$ cat config.mk
export PLATFORM = sky130hd
export DESIGN_NAME = tdp_ram36k_stream_reader
export DESIGN_NICKNAME = d
export VERILOG_FILES = /design/src/rtl/tdp_ram36k_stream_reader.sv
export SDC_FILE = /design/constraint.sdc
export NUM_CORES = 1
export LEC_CHECK = 0
export ABC_AREA = 1
export BUFFER_PORTS_ARGS = -buffer_cell sky130_fd_sc_hd__buf_2
export CAP_MARGIN = 10
export CORE_AREA = 2 2 131 146
export DETAILED_ROUTE_END_ITERATION = 8
export DIE_AREA = 0 0 133 148
export GPL_TIMING_DRIVEN = 0
export PLACE_DENSITY_LB_ADDON = 0.3
export SLEW_MARGIN = 20
export SYNTH_ARGS = -nofsm -noshare
export SYNTH_HDL_FRONTEND = slang
export SYNTH_SLANG_ARGS = --single-unit
$ cat constraint.sdc
create_clock -name CLK -period 5.05 [get_ports CLK]
set_input_delay 0.2525 -clock CLK [delete_from_list [all_inputs] [get_ports CLK]]
set_output_delay 0.2525 -clock CLK [all_outputs]
set_load 0.01 [all_outputs]
$ cat src/rtl/tdp_ram36k_stream_reader.sv
// rtl/tdp_ram36k_stream_reader.sv - credit-based read initiator for one 36-bit TDP RAM port
//
// Reads LEN consecutive words starting at START_ADDR from a RAM port with a
// one-cycle registered read latency. The words come out as a valid/ready stream.
// Requests are issued only when the output buffer has room for the returning word.
//
// Ports:
//   CLK, RST              clock (also the RAM port clock), synchronous active-high reset
//   START, START_ADDR, LEN transfer request (sampled in IDLE only)
//   ABORT                 stop the transfer and flush the buffer
//   BUSY, DONE            status: not idle / one-cycle end-of-transfer pulse
//   REN, ADDR             RAM read request; word address on ADDR[14:5]
//   RDATA, RPARITY        RAM read return, one cycle after the RAM samples REN
//   M_VALID, M_READY      output stream handshake
//   M_DATA, M_PARITY      output stream payload
//   M_LAST                marks the final word of the transfer
module tdp_ram36k_stream_reader #(
  parameter int DEPTH     = 4,
  parameter int LEN_WIDTH = 11
) (
  input  logic                 CLK,
  input  logic                 RST,
  input  logic                 START,
  input  logic [9:0]           START_ADDR,
  input  logic [LEN_WIDTH-1:0] LEN,
  input  logic                 ABORT,
  output logic                 BUSY,
  output logic                 DONE,
  output logic                 REN,
  output logic [14:0]          ADDR,
  input  logic [31:0]          RDATA,
  input  logic [3:0]           RPARITY,
  output logic                 M_VALID,
  input  logic                 M_READY,
  output logic [31:0]          M_DATA,
  output logic [3:0]           M_PARITY,
  output logic                 M_LAST
);

  localparam int AW = (DEPTH > 1) ? $clog2(DEPTH) : 1;
  localparam int CW = $clog2(DEPTH + 1);
  localparam logic [AW-1:0] LAST_IDX = AW'(DEPTH - 1);
  localparam logic [CW:0]   CREDITS  = (CW + 1)'(DEPTH);

  typedef enum logic [1:0] {IDLE, RUN, DRAIN} state_t;

  state_t               state, state_next;
  logic [9:0]           ptr;
  logic [9:0]           addr_q;
  logic [LEN_WIDTH-1:0] issue_left;
  logic [LEN_WIDTH-1:0] out_left;
  logic [CW-1:0]        count;
  logic [CW-1:0]        inflight;
  logic [AW-1:0]        wr_idx;
  logic [AW-1:0]        rd_idx;
  logic [35:0]          mem [DEPTH];
  logic [35:0]          head;
  logic                 ren_d;

  logic flush, issue, push, pop, last_pop, done_next;

  assign ADDR     = {addr_q, 5'b0};
  assign BUSY     = (state != IDLE);
  assign M_VALID  = (count != '0);
  assign head     = mem[rd_idx];
  // Payload is forced to zero while empty so stale buffer contents never show.
  assign M_DATA   = M_VALID ? head[31:0]  : 32'h0;
  assign M_PARITY = M_VALID ? head[35:32] : 4'h0;
  assign M_LAST   = M_VALID && (out_left == LEN_WIDTH'(1));

  always_comb begin
    state_next = state;
    flush      = ABORT && (state != IDLE);
    push       = ren_d && !flush;
    pop        = M_VALID && M_READY && !flush;
    last_pop   = pop && M_LAST;
    // Credit: every issued word already owns a buffer slot, so a word is only
    // requested when buffered plus in-flight words leave room for it.
    issue      = (state == RUN) && !flush && (issue_left != '0) &&
                 (({1'b0, count} + {1'b0, inflight}) < CREDITS);
    done_next  = 1'b0;
    case (state)
      IDLE: begin
        if (START && (LEN != '0)) state_next = RUN;
        done_next = START && (LEN == '0);
      end
      RUN: begin
        if (flush)                                             state_next = IDLE;
        else if (issue && (issue_left == LEN_WIDTH'(1)))       state_next = DRAIN;
      end
      DRAIN: begin
        if (flush)         state_next = IDLE;
        else if (last_pop) begin
          state_next = IDLE;
          done_next  = 1'b1;
        end
      end
      default: state_next = IDLE;
    endcase
  end

  always_ff @(posedge CLK) begin
    if (RST) state <= IDLE;
    else     state <= state_next;
  end

  always_ff @(posedge CLK) begin
    if (RST) begin
      REN        <= 1'b0;
      addr_q     <= '0;
      ren_d      <= 1'b0;
      ptr        <= '0;
      issue_left <= '0;
      out_left   <= '0;
      count      <= '0;
      inflight   <= '0;
      wr_idx     <= '0;
      rd_idx     <= '0;
      DONE       <= 1'b0;
    end else begin
      DONE  <= done_next;
      // A request still in the RAM pipeline at abort time is dropped here.
      ren_d <= REN && !flush;
      if (flush) begin
        REN        <= 1'b0;
        issue_left <= '0;
        out_left   <= '0;
        count      <= '0;
        inflight   <= '0;
        wr_idx     <= '0;
        rd_idx     <= '0;
      end else begin
        if ((state == IDLE) && START && (LEN != '0)) begin
          ptr        <= START_ADDR;
          issue_left <= LEN;
          out_left   <= LEN;
        end
        REN <= issue;
        if (issue) begin
          addr_q     <= ptr;
          ptr        <= ptr + 10'd1;
          issue_left <= issue_left - LEN_WIDTH'(1);
        end
        inflight <= inflight + CW'(issue) - CW'(push);
        count    <= count + CW'(push) - CW'(pop);
        if (push) wr_idx <= (wr_idx == LAST_IDX) ? '0 : wr_idx + AW'(1);
        if (pop) begin
          rd_idx   <= (rd_idx == LAST_IDX) ? '0 : rd_idx + AW'(1);
          out_left <= out_left - LEN_WIDTH'(1);
        end
      end
    end
  end

  always_ff @(posedge CLK) begin
    if (push && !RST) mem[wr_idx] <= {RPARITY, RDATA};
  end

endmodule

Word-level counts from Yosys, hierarchy flattened
Memories as Yosys holds them, arrays and structs flattened. A register that Yosys moved wholly into a read port is not among the register bits.
Cells that the tools add are included.
Widths: inputs -> output; s select.
{"block": "op_classes", "n_bitwise": 1, "magnitude_cmp": 1, "eq_ne": 9, "muxes": 22, "addsub": 10, "reduce_logical": 30}
{"cell": "$mux 11", "count": 3}
{"cell": "$mux 32", "count": 1}
{"cell": "$eq 11x1->1 const B", "count": 2}
{"cell": "$reduce_bool 11->1", "count": 2}
{"cell": "$sub 11x1->11 const B", "count": 2}
{"cell": "$mux 10", "count": 2}
{"cell": "$mux 2", "count": 9}
{"cell": "$logic_and 1x1->1", "count": 16}
{"cell": "$logic_not 11->1", "count": 1}
{"cell": "$add 10x1->10 const B", "count": 1}
{"cell": "$add 3x1->3", "count": 2}
{"cell": "$eq 2x2->1 const B", "count": 3}
{"cell": "$pmux 2 s3", "count": 1}
{"cell": "$reduce_bool 2->1", "count": 3}
{"cell": "$sub 3x1->3", "count": 2}
{"cell": "$add 2x1->2 const B", "count": 2}
{"cell": "$add 3x3->4", "count": 1}
{"cell": "$lt 4x3->1 const B", "count": 1}
{"cell": "$mux 1", "count": 4}
{"cell": "$mux 4", "count": 1}
{"cell": "$reduce_and 2->1", "count": 2}
{"cell": "$ne 3x2->1 const B", "count": 1}
{"cell": "$ne 3x3->1 const B", "count": 1}
{"cell": "$reduce_and 3->1", "count": 1}
{"cell": "other kinds (8)", "count": 9}
{"block": "word_totals", "ram_bits": 144, "register_bits": 57, "mem_count": 1, "word_cells": 86}
{"memory": "mem", "depth": 4, "width": 36, "read_ports": 1, "rd_ports_with_merged_regs": 1, "write_ports": 1, "line_no": "56", "text": "logic [35:0] mem [DEPTH];"}

Depth between registers and ports, before layout
Gate-level depths: netlist of the first run.
{"block": "logic_depth", "depth_word": 10, "ltp_mapped": 13, "depth_no_buf": 12}

Worst setup path after synthesis of the first run
Ideal clock, no wire load.
{"block": "synth_path", "kind": "register to register", "from": "register state[0]", "to": "memory mem[0][0], enable pin", "arrival_ps": 2627, "stages_incl_launch_ff": 7, "path_slack_ps": 1993, "required_ps": 4621, "cell_sequence": "dfxtp_1 nor2_1 nor2_1 nor2_1 clkbuf_1 nand2_1 nor2_1"}
{"block": "synth_via", "elab_chain_cells": 7}
{"item": "start: declaration", "line_no": "47", "text": "state_t state, state_next;"}
{"item": "start signal: assignment", "line_no": "104", "text": "else state <= state_next;"}
{"item": "$reduce_bool 2->1", "line_no": "73", "text": "flush = ABORT && (state != IDLE);"}
{"item": "$logic_and 1x1->1", "line_no": "73"}
{"item": "$logic_not 1->1", "line_no": "74", "text": "push = ren_d && !flush;"}
{"item": "$logic_and 1x1->1", "line_no": "74"}
{"item": "$logic_and 1x1->1", "line_no": "156", "text": "if (push && !RST) mem[wr_idx] <= {RPARITY, RDATA};"}
{"item": "$mux 1", "line_no": "156"}
{"item": "$mux 1 (not written as such)", "line_no": "156"}
{"item": "end: declaration", "line_no": "56"}
Every way passes these cells.

Worst setup path in the final report of the first run
{"block": "layout_path", "from": "register state[0]", "to": "memory mem[3][27], enable pin"}
The elaborated chain is that of the path after synthesis.

==> results of run 1 <==
[sequential cells by signal, summed over array words and instances, names as in the netlist, 2 cells and up, named ones only]
signal,flops
count,3
out_left,11
addr_q,10
mem,144
state,2
issue_left,11
wr_idx,2
ptr,10
inflight,3
rd_idx,2
[layout make-up]
cell class	instances	area share, %
inverter	63	2.15
sequential	203	49.8
tap	243	2.75
clock buffer	30	5.25
buffer	48	2.17
timing repair buffer	151	9.15
multi-input combinational	631	27.6
clock inverter	9	1.10
[where the power goes]
part | switching, µW | internal (µW) | total [µW]
Combinational | 930 | 480 | 1410
Sequential | 62.0 | 1850 | 1920
Clock | 626 | 916 | 1540
Total | 1620 | 3250 | 4870
[logic make-up (layout without fill, tap and decap cells)]
| family | Yosys count | count (layout) |
|---|---|---|
| flops | 203 | 203 |
| simple gates | 409 | 409 |
| buf+inv | 111 | 301 |
| other cells | 1 | 5 |
| xor+xnor | 13 | 13 |
| compound gates | 186 | 186 |
| fa+ha+maj | 18 | 18 |
[synth_stat cells (all sizes together)]
cell type  count  area, µm²
nor2         236        921
edfxtp       144       4320
nand2        123        500
o21ai        116        581
a21oi         63        323
inv           61        229
dfxtp         59       1180
nand3         36        180
buf           24        150
clkbuf        24       90.1
ha            16        200
xor2          10       87.6
nand4          6       37.5
nor3           4       20.0
a31oi          3       18.8
xnor2          3       26.3
a211oi         2       20.0
clkinv         2       8.75
fa             2       40.0
nand3b         2       15.0
or2            2       12.5
conb           1       3.75
o211a          1       10.0
o21a           1       7.51
[metal layers]
layer,vias to the layer above,share of wire [%],track usage [%]
met1,3210,42,26.5
li1,3517,-,-
met2,196,50,36.7
met5,-,0,0
met3,32,5.6,3.16
met4,0,1.7,5.81
[metrics by stage]
stage / hold slack [ns] / area (µm²)
global route: 0.0658 / 11000
detailed placement: 0.432 / 9990
finish: 0.0550 / 11000
floorplan: 0.351 / 9000
CTS: 0.0407 / 11000
global placement: 0.433 / 9860
[final timing paths]
| check | start | endpoint | slack (ns) | depth (start not counted) |
|---|---|---|---|---|
| worst min register to register | REN$_SDFF_PP0_ | ren_d$_SDFF_PP0_ | 0.44 | 2 |
| worst min-delay path | START_ADDR[7] | ptr[7]$_SDFFE_PP0P_ | 0.06 | 5 |
| worst max register to register | state[0]$_SDFFE_PP0P_ | mem[3][27]$_DFFE_PP_ | 2.15 | 7 |
| worst max-delay path | state[0]$_SDFFE_PP0P_ | mem[3][27]$_DFFE_PP_ | 2.15 | 7 |
[worst reg2reg max path, stage by stage, from the launching register on]
cell	delay [ns]
dfxtp_1	0.33
nor2_1	0.12
nor2_1	0.11
nor2_1	0.30
clkbuf_1	0.45
nand2_1	0.38
nor2_4	0.69
buf_16	0.24
==> results.sh, run 1 <==
export IMPL_multi_input_area_mm2=0.00305
export IMPL_setup_viol=0
export IMPL_layout_common_cells="nor2_1 (226), edfxtp_1 (144), buf_2 (120)"
export IMPL_clkLatencyLatePin_ns=0.50
export IMPL_ant_nets=0
export IMPL_setup_slack_ns=2.15
export IMPL_nets=1200
export IMPL_critPathArrivalTime_ns=3.11
export IMPL_synth_top_family_by_area="simple AND/OR/NAND/NOR gates"
export IMPL_vias=6955
export IMPL_syn_inst=941
export IMPL_cts_hold_buffers=36
export IMPL_finalPower_uw=4870
export IMPL_path_max_fanout=21
export IMPL_power_density_mw_per_mm2=441
export IMPL_grt_pass1_vias=6606
export IMPL_drive_gt1_share_pct=16.6
export IMPL_die_y_um=148
export IMPL_grt_usage_pct=20.7
export IMPL_cts_resized=0
export IMPL_fp_row_count=52
export IMPL_synthAdderAreaFrac_pct=2.67
export IMPL_rsz0062_at_grt="no"
export IMPL_irDropWorstVdd_uv=319
export IMPL_finish_utilization_pct=60.9
export IMPL_netlist_area_mm2=0.00899
export IMPL_drc_errors=0
export IMPL_wl_um=20700
export IMPL_grt_max_degree=25
export IMPL_layout_commonest_cell="nor2_1"
export IMPL_yosys_area_share_simple_pct=18.8
export IMPL_slowest_stage="nor2_4"
export IMPL_cts_buffer_depth=3
export IMPL_final_hold_violation_count=0
export IMPL_fmax_mhz=345
export IMPL_ys_ff_latch=203
export IMPL_dp_hpwl_um=13900
export IMPL_wl_per_cell_um=15.0
export IMPL_clock_sinks=203
export IMPL_cp_end_kind="register"
export IMPL_dp_slack_ns=2.14
export IMPL_gp_congestion=0.890
export IMPL_hp_class="input port to register"
export IMPL_io_pin_count=118
export IMPL_ys_seq_area_share_pct=61.3
export IMPL_slew_headroom_pct=49.2
export IMPL_max_stage_delay_ns=0.69
export IMPL_cp_required_ns=5.26
export IMPL_synth_avg_cell_area_um2=9.55
export IMPL_ys_warn_count=0
export IMPL_drt_first_pass_iters=5
export IMPL_cts_setup_buffers=0
export IMPL_core_area_mm2=0.0182
export IMPL_critPathTopFamily="simple AND/OR/NAND/NOR gates"
export IMPL_leakage_uw=0.00444
export IMPL_clock_skew_final_ns=0.0142
export IMPL_synthDistinctLibCells=38
export IMPL_final_setup_tns_ns=0
export IMPL_cts_buffers_inserted=22
export IMPL_gr_total_overflow=0
export IMPL_tightest_slew_ns=0.760
export IMPL_dieArea_mm2=0.0197
export IMPL_antenna_found_initial=0
export IMPL_drt_iter0_drc=568
export IMPL_synth_xor_area_share_pct=1.27
export IMPL_seq_area_mm2=0.00551
export IMPL_fin_crit_sh_pct=57.4
export IMPL_cp_start_kind="register"
export IMPL_cts_htree_levels=1
export IMPL_cts_tree="built"
export IMPL_via_per_inst=5.05
export IMPL_critical_path_class="register to register"
export IMPL_crit_chain="nor2_1 > nor2_1 > nor2_1 > clkbuf_1 > nand2_1 > nor2_4 > buf_16"
export IMPL_synth_area_mux_share_pct=0
export IMPL_path_clk_slew_ns=0.06
export IMPL_fp_dieW_um=133
export IMPL_fin_crit_ns=2.90
export IMPL_status="complete, no violations"
export IMPL_maxCapViolations=0
export IMPL_cpMostUsedCell="nor2_1"
export IMPL_port_buffers=111
export IMPL_fill_cells=1545
export IMPL_crit_buf_inv=2
export IMPL_placed_cells=1303
export IMPL_initial_utilization_pct=49.5
export IMPL_cts_root_buf="clkbuf_16"
export IMPL_antenna_cells=0
export IMPL_synth_compound_area_share_pct=10.7
export IMPL_area_delta_synth_final_pct=22.9
export IMPL_grt_pass1_wl_um=32700
export IMPL_slew_viol_final=0
export IMPL_instances_no_fill=1378
Power figures use the tool's default switching activity.
==> inputs of run 2 (changes only) <==
clock period = 2.58 ns   (was 5.05 ns; I/O delays follow)
==> run 2 against run 1 <==
Compared with the run above:
- core utilization increased by 2.0 points
- setup slack got worse by 2.0 ns
- hold slack worse by 0.021 ns
- critical path depth did not move
- first-iteration DRC count increased by 7.4%
- non-clock buffer count rose by 27
- sequential power grew 96%
- sequential share of layout area shrank 1.5 points
- die area did not move
- design area grew 3.2%
==> results.sh, run 2 (synthesis results as in run 1) <==
export IMPL_slew_headroom_pct=60.0
export IMPL_clock_skew_final_ns=0.0104
export IMPL_met1_length_um=9020
export IMPL_cts_root_buf="clkbuf_16"
export IMPL_ant_nets=0
export IMPL_io_pin_count=118
export IMPL_core_area_mm2=0.0182
export IMPL_top_layer="met4"
export IMPL_place_area_mm2=0.00999
export IMPL_antenna_found_initial=0
export IMPL_clock_sinks=203
export IMPL_wl_met3_um=1230
export IMPL_drive_gt1_share_pct=18.6
export IMPL_largest_reg_flops=144
export IMPL_grt_pass1_vias=6754
export IMPL_cp_required_ns=2.45
export IMPL_irDropWorstVdd_uv=625
export IMPL_drt_first_pass_iters=4
export IMPL_hp_class="input port to register"
export IMPL_cts_buffer_depth=3
export IMPL_wl_um=21400
export IMPL_antenna_cells=0
export IMPL_final_hold_violation_count=0
export IMPL_grt_pass1_wl_um=33700
export IMPL_fmax_mhz=407
export IMPL_path_max_fanout=10
export IMPL_die_y_um=148
export IMPL_fp_row_count=52
export IMPL_power_density_mw_per_mm2=845
export IMPL_initial_utilization_pct=49.5
export IMPL_cp_end_kind="output pin"
export IMPL_path_clk_slew_ns=0.06
export IMPL_nets=1228
export IMPL_drc_errors=0
export IMPL_dp_hpwl_um=13900
export IMPL_wl_met2_um=10700
export IMPL_maxCapViolations=0
export IMPL_cts_tree="built"
export IMPL_via_per_inst=5.03
export IMPL_rsz0062_at_grt="no"
export IMPL_dieArea_mm2=0.0197
export IMPL_cts_buffers_inserted=22
export IMPL_critPathArrivalTime_ns=2.33
export IMPL_cts_htree_levels=1
export IMPL_area_delta_synth_final_pct=26.9
export IMPL_grt_max_degree=25
export IMPL_fp_dieW_um=133
export IMPL_vias=7076
export IMPL_layout_common_cells="nor2_1 (225), edfxtp_1 (144), buf_2 (119)"
export IMPL_dp_slack_ns=-0.312
export IMPL_gp_congestion=0.890
export IMPL_port_buffers=111
export IMPL_fin_crit_ns=2.46
export IMPL_gr_total_overflow=0
export IMPL_drt_iter0_drc=610
export IMPL_slew_viol_final=0
export IMPL_wl_per_cell_um=15.2
export IMPL_tightest_slew_ns=0.601
export IMPL_critical_path_class="register to output pin"
export IMPL_setup_slack_ns=0.121
export IMPL_whs_ns=0.0341
export IMPL_cp_start_kind="register"
export IMPL_clkLatencyLatePin_ns=0.50
export IMPL_leakage_uw=0.00460
export IMPL_grt_usage_pct=21.4
export IMPL_reg_largest_list="mem x144, issue_left x11, out_left x11"
export IMPL_top_register="mem"
export IMPL_postLayoutCellArea_mm2=0.0114
export IMPL_setup_viol=0
export IMPL_status="complete, no violations"
export IMPL_layout_commonest_cell="nor2_1"
export IMPL_fin_crit_sh_pct=95.3
==> run 2: cell count changes in the layout (fill, tap and decap cells not counted), moves of 2 or more <==
cell           previous run  this run
dlygate4sd3_1            36        53
buf_4                     7        14
clkbuf_1                 32        25
clkbuf_2                  0         7
buf_12                    2         6
nand2_1                 117       114
nand2_2                   3         6
dfxtp_1                  59        57
dfxtp_2                   0         2
nor2_4                    8        10
==> run 2: through the flow <==
| stage | total power [µW] | util (%) | TNS, ns | cells |
|---|---|---|---|---|
| after floorplan | 5550 | - | -68.64 | 945 |
| after global placement | 6480 | 54.3 | -285.24 | 1299 |
| after detailed placement | 6520 | 55.0 | -23.40 | 1303 |
| after CTS | 9610 | 62.5 | 0 | 1404 |
| after global routing | 10200 | 62.8 | 0 | 1406 |
| final | 9630 | 62.8 | 0 | 1406 |
==> run 2: final cells by class <==
cell class	instances	area, µm²
buffer	47	244
clock buffer	30	581
clock inverter	9	121
fill	1506	6750
inverter	63	241
multi-input combinational	632	3090
sequential	203	5510
tap	243	304
timing repair buffer	179	1310
==> run 2: final timing paths <==
kind / depth (start not counted) / to / slack (ns) / startpoint
worst min register to register: 2 / ren_d$_SDFF_PP0_ / 0.44 / REN$_SDFF_PP0_
worst max-delay path: 7 / M_DATA[17] / 0.12 / register
worst min-delay path: 6 / DONE$_SDFF_PP0_ / 0.03 / LEN[5]
worst max register to register: 11 / inflight[2]$_SDFF_PP0_ / 0.17 / count[2]$_SDFF_PP0_
==> run 2: metal layers <==
layer	up-vias	track usage, %
li1	3574	-
met5	-	0
met4	0	6.88
met2	204	37.8
met3	34	3.40
met1	3264	27.0
==> run 2: worst max-delay path, stage by stage (launching register included) <==
cell and delay (ns):
dfxtp_1 0.31, clkbuf_1 0.39, buf_1 0.47, nor2_1 0.11, nor2_1 0.09, o21ai_0 0.09, a21oi_1 0.21, buf_2 0.17
==> run 2: where the power goes <==
group	switching (µW)	internal, µW	leakage, µW
Clock	1240	1790	0.000328
Sequential	124	3630	0.00178
Combinational	1850	998	0.00249
==> run 2: timing repair <==
item,CTS,global route
hold buffers,53,0
cloned,1,0
hold endpoints to repair,163,0
buffers inserted,9,2
resized for setup,5,23
endpoints found under the setup margin,123,92
pin swaps,7,2
